### src/rtl/down_counter.sv
// Loadable countdown counter with one-cycle underflow strobe on a decrement at zero.
// Latency: load and each accepted dec take effect on the next clk edge; underflow is same-cycle.
// Backpressure: none; dec is ignored in IDLE, load > stop > dec. Option: DOWN_COUNTER_AUTORELOAD_EN.
module down_counter #(
    parameter int  MAX_COUNT = 31,
    localparam int BIT_WIDTH = $clog2(MAX_COUNT + 1)
) (
    input  logic                 clk,
    input  logic                 rst,
    input  logic                 load,
    input  logic [BIT_WIDTH-1:0] load_val,
    input  logic                 stop,
    input  logic                 dec,
    output logic                 busy,
    output logic                 zero,
    output logic                 underflow,
    output logic [BIT_WIDTH-1:0] out
);

    localparam logic [BIT_WIDTH-1:0] MAX_VAL = BIT_WIDTH'(MAX_COUNT);

    typedef enum logic [0:0] {
        S_IDLE = 1'b0,
        S_RUN  = 1'b1
    } state_t;

    state_t               state_q, state_d;
    logic [BIT_WIDTH-1:0] out_q, out_d;
    logic [BIT_WIDTH-1:0] sat_val;

    // Clamp the requested start value to the largest representable count.
    assign sat_val = (load_val > MAX_VAL) ? MAX_VAL : load_val;

`ifdef DOWN_COUNTER_AUTORELOAD_EN
    logic [BIT_WIDTH-1:0] reload_q;

    // Remember the last loaded value so a terminal decrement can restart the period.
    always_ff @(posedge clk) begin
        if (rst) begin
            reload_q <= '0;
        end else if (load) begin
            reload_q <= sat_val;
        end
    end
`endif

    // State and count registers.
    always_ff @(posedge clk) begin
        if (rst) begin
            state_q <= S_IDLE;
            out_q   <= '0;
        end else begin
            state_q <= state_d;
            out_q   <= out_d;
        end
    end

    // Next-state, next-count and underflow strobe; load beats stop beats dec.
    always_comb begin
        state_d   = state_q;
        out_d     = out_q;
        underflow = 1'b0;
        if (load) begin
            out_d   = sat_val;
            state_d = S_RUN;
        end else if (stop) begin
            state_d = S_IDLE;
        end else if ((state_q == S_RUN) && dec) begin
            if (out_q != '0) begin
                out_d = out_q - BIT_WIDTH'(1);
            end else begin
                // Terminal decrement: never wrap, either restart or park at zero.
                underflow = 1'b1;
`ifdef DOWN_COUNTER_AUTORELOAD_EN
                out_d     = reload_q;
`else
                state_d   = S_IDLE;
`endif
            end
        end
    end

    assign busy = (state_q == S_RUN);
    assign zero = (out_q == '0);
    assign out  = out_q;

endmodule

### config.mk
export PLATFORM = sky130hd
export DESIGN_NAME = down_counter
export DESIGN_NICKNAME = d
export VERILOG_FILES = /design/src/rtl/down_counter.sv
export SDC_FILE = /design/constraint.sdc
export NUM_CORES = 1
export LEC_CHECK = 0
export CAP_MARGIN = 20
export CORE_AREA = 2 2 39 41
export CTS_BUF_LIST = sky130_fd_sc_hd__clkbuf_8
export DETAILED_ROUTE_END_ITERATION = 6
export DIE_AREA = 0 0 41 43
export HOLD_SLACK_MARGIN = 0.06
export PLACE_DENSITY = 0.68
export SLEW_MARGIN = 20
export SYNTH_ARGS = -nofsm -noshare
export SYNTH_HDL_FRONTEND = slang
export SYNTH_SLANG_ARGS = --single-unit
export TNS_END_PERCENT = 20
### constraint.sdc
create_clock -name clk -period 3.27 [get_ports clk]
set_input_delay 0.654 -clock clk [delete_from_list [all_inputs] [get_ports clk]]
set_output_delay 0.654 -clock clk [all_outputs]
set_load 0.05 [all_outputs]
==> run metrics <==
Post-Route Setup TNS=0 ns; layout cell share with drive strength beyond 1=11.5%; Yosys warnings=0; hold_buf cts=0; slew at the pin with the worst max-slew slack=0.496 ns; number of synthesized flops with an enable pin=0; initial antenna violation count=0; Post-synth top cells=dfxtp_1 (6), inv_1 (5), a21oi_1 (3), nand2_1 (3), nor2_1 (3); final instance area=588 um^2; Clock power frac=41.1%; fillers=147; CP Data Arrival Time=1.99 ns; core area=0.00138 mm^2; Power Total=0.276 mW; number of port buffers=17; Tmin final=2.65 ns; placed cell area=547 um^2; DRT antenna net count=0; Finished Layout Cells=77; Area growth syn-to-layout=64.3%; Hold Path Sink=out[4]$_SDFFE_PP0P_; routed vias=366; R2R setup slack=1.70 ns; number of post-CTS setup repair buffers=0; RR Endpoint=out[3]$_SDFFE_PP0P_; DP Wirelength=607 um; Starting Density=25.9%; Crit Path Category=flip-flop to output pin; Cells after Synth=42; I/O Pins=18; period utilisation layout=81.0%; PwrDens=469 mW/mm^2; final hold violation count=0; Initial DRC Count=0; post-synthesis sequential area ratio=33.6%; Switching Power=0.0833 mW; CP Max Fanout=4; CP max-delay cell=clkdlybuf4s50_1; synthesized cell area=358 um^2; Routed WL per cell=10.7 um; first-pass GRT wire length=1370 um; VDD IR max=0.285 mV; switching share of power=30.2%; Req. time, crit path=2.62 ns; CP peak stage delay=0.86 ns; DR DRC count=0; Placed Instances=74; Clk Latency, worst-skew pair=0.22 ns; most frequent cell after synthesis=dfxtp_1; startpoint types=flip-flop; cells on worst reg2reg path=6; Clk pin slew, worst setup/hold paths=0.04 ns; total grt overflow=0; All-Layer GR Usage=11.9%; setup violators final=0; normalized max-slew margin=66.8%; leak pwr=0.230 nW; Yosys top cell by area=dfxtp_1; clk buf depth=2; Die Width=41 um; DRT Wirelength=821 um; HP Class=flip-flop to flip-flop; n_diodes=0; Max-Cap Viols=0; Placement Rows=14; drt first pass iters=1; asr flop ratio synth=0%; Synth cell types=23; CTS tree=done; number of global-route vias before repair=337; Top FF cell, synth=dfxtp_1; status=finished clean; Mapped Nets=53; final setup skew=0.00114 ns; root buffer cell=clkbuf_8; hold path startpoint=out[4]$_SDFFE_PP0P_; R2R Path Start=out[0]$_SDFFE_PP0P_; vias per cell=4.75; crit path cell chain=inv_1 -> ha_1 -> nor4b_4 -> clkdlybuf4s50_1; Seq pwr share=31.0%; Comb pwr share=27.9%; Num CTS Buffers=3; GP Congestion=0.674; fin. max-slew vios=0; post_cts resized=0; Syn Area/Cell=8.52 um^2; cell-internal power=0.193 mW; ranking of synthesized cells by area=dfxtp_1 (34%), nor4b_4 (6.6%), inv_1 (5.2%); clk sink count=6; Fmax achieved=0.378 GHz; CP endpoint kind=output pin; chip height=43 um; die footprint=0.00176 mm^2; RSZ-0062 raised after global routing=false; number of synthesized register bits=6; largest net degree at the start of global routing=13; share of the synthesized area in the top cell type=33.6%; nets=74; Min-Delay Path Depth=2; Max H-tree Level=1
[logic make-up after synthesis]
kind of cell | after synthesis | synth area share (%)
flops | 6 | 33.6
simple gates | 18 | 35.3
compound gates | 9 | 16.4
buf+inv | 6 | 6.29
xor+xnor | 2 | 4.90
fa+ha+maj | 1 | 3.50
[placed cells by master, fill, tap and decap left out]
cell             instances
nor2_2                   1
xnor2_1                  1
nand4b_1                 1
inv_1                    5
a21oi_1                  3
a211o_1                  1
o22ai_1                  1
dfxtp_1                  6
nor4b_4                  1
a211oi_1                 1
nor3b_1                  1
ha_1                     1
nor3b_2                  1
buf_4                    1
nor4b_1                  1
a31oi_1                  1
xor2_1                   1
nand3b_1                 2
or4b_1                   1
clkdlybuf4s50_1         16
nand2_1                  3
nor2_1                   3
clkbuf_8                 3
nor2b_1                  1
nor3_1                   2
o21a_1                   2
[registers in the layout, summed over array words and instances (netlist names)]
register / count
out: 5
busy: 1
[layout make-up]
type | count | area [um^2] | share of cell area, %
well taps | 16 | 20.0 | 3.40
multi-input cells | 30 | 220 | 37.4
inverters | 5 | 18.8 | 3.19
repair buffers | 17 | 168 | 28.5
clock buffers | 3 | 41.3 | 7.02
flip-flops and latches | 6 | 120 | 20.4
[worst max-delay path, delay by kind of cell, from the launching register on]
kind                     cells  cell delay [ns]
adder cells (fa/ha/maj)      1             0.21
buffers and inverters        2             0.95
flip-flops                   1             0.31
AND/OR/NAND/NOR              1             0.29
[worst max-delay path by stage]
stage,from,to,slack (ns),cells after the start
after global placement,stop,underflow,0.84,4
final,out[0]$_SDFFE_PP0P_,zero,0.62,4
after CTS,out[0]$_SDFFE_PP0P_,zero,0.60,4
after global routing,out[0]$_SDFFE_PP0P_,zero,0.47,4
after detailed placement,stop,underflow,0.82,4
after floorplan,out[0]$_SDFFE_PP0P_,underflow,0.33,4
[power groups by stage]
stage / logic [mW] / registers (mW) / clock network (mW)
after global routing: 0.0834 / 0.0865 / 0.121
final: 0.0771 / 0.0855 / 0.113
after floorplan: 0.0310 / 0.103 / 0
after CTS: 0.0777 / 0.0855 / 0.117
after global placement: 0.0768 / 0.0864 / 0
after detailed placement: 0.0772 / 0.0866 / 0
[stage by stage]
step	worst slack, ns	hold WS (ns)	utilization (%)
after floorplan	0.327	0.723	-
after global placement	0.840	0.544	39.5
after detailed placement	0.824	0.550	39.5
after CTS	0.597	0.555	42.5
after global routing	0.471	0.588	42.5
final	0.623	0.553	42.5
[layer usage]
| metal | part of all wire, % | vias up | track usage (%) | wire [um] |
|---|---|---|---|---|
| met3 | 8.0 | 2 | 7.85 | 66 |
| li1 | - | 190 | - | - |
| met5 | 0 | - | 0 | 0 |
| met4 | 1.3 | 0 | 4.00 | 11 |
| met2 | 43 | 15 | 16.6 | 353 |
| met1 | 47 | 159 | 14.2 | 389 |
No activity file was read; power rests on OpenSTA's default activity.
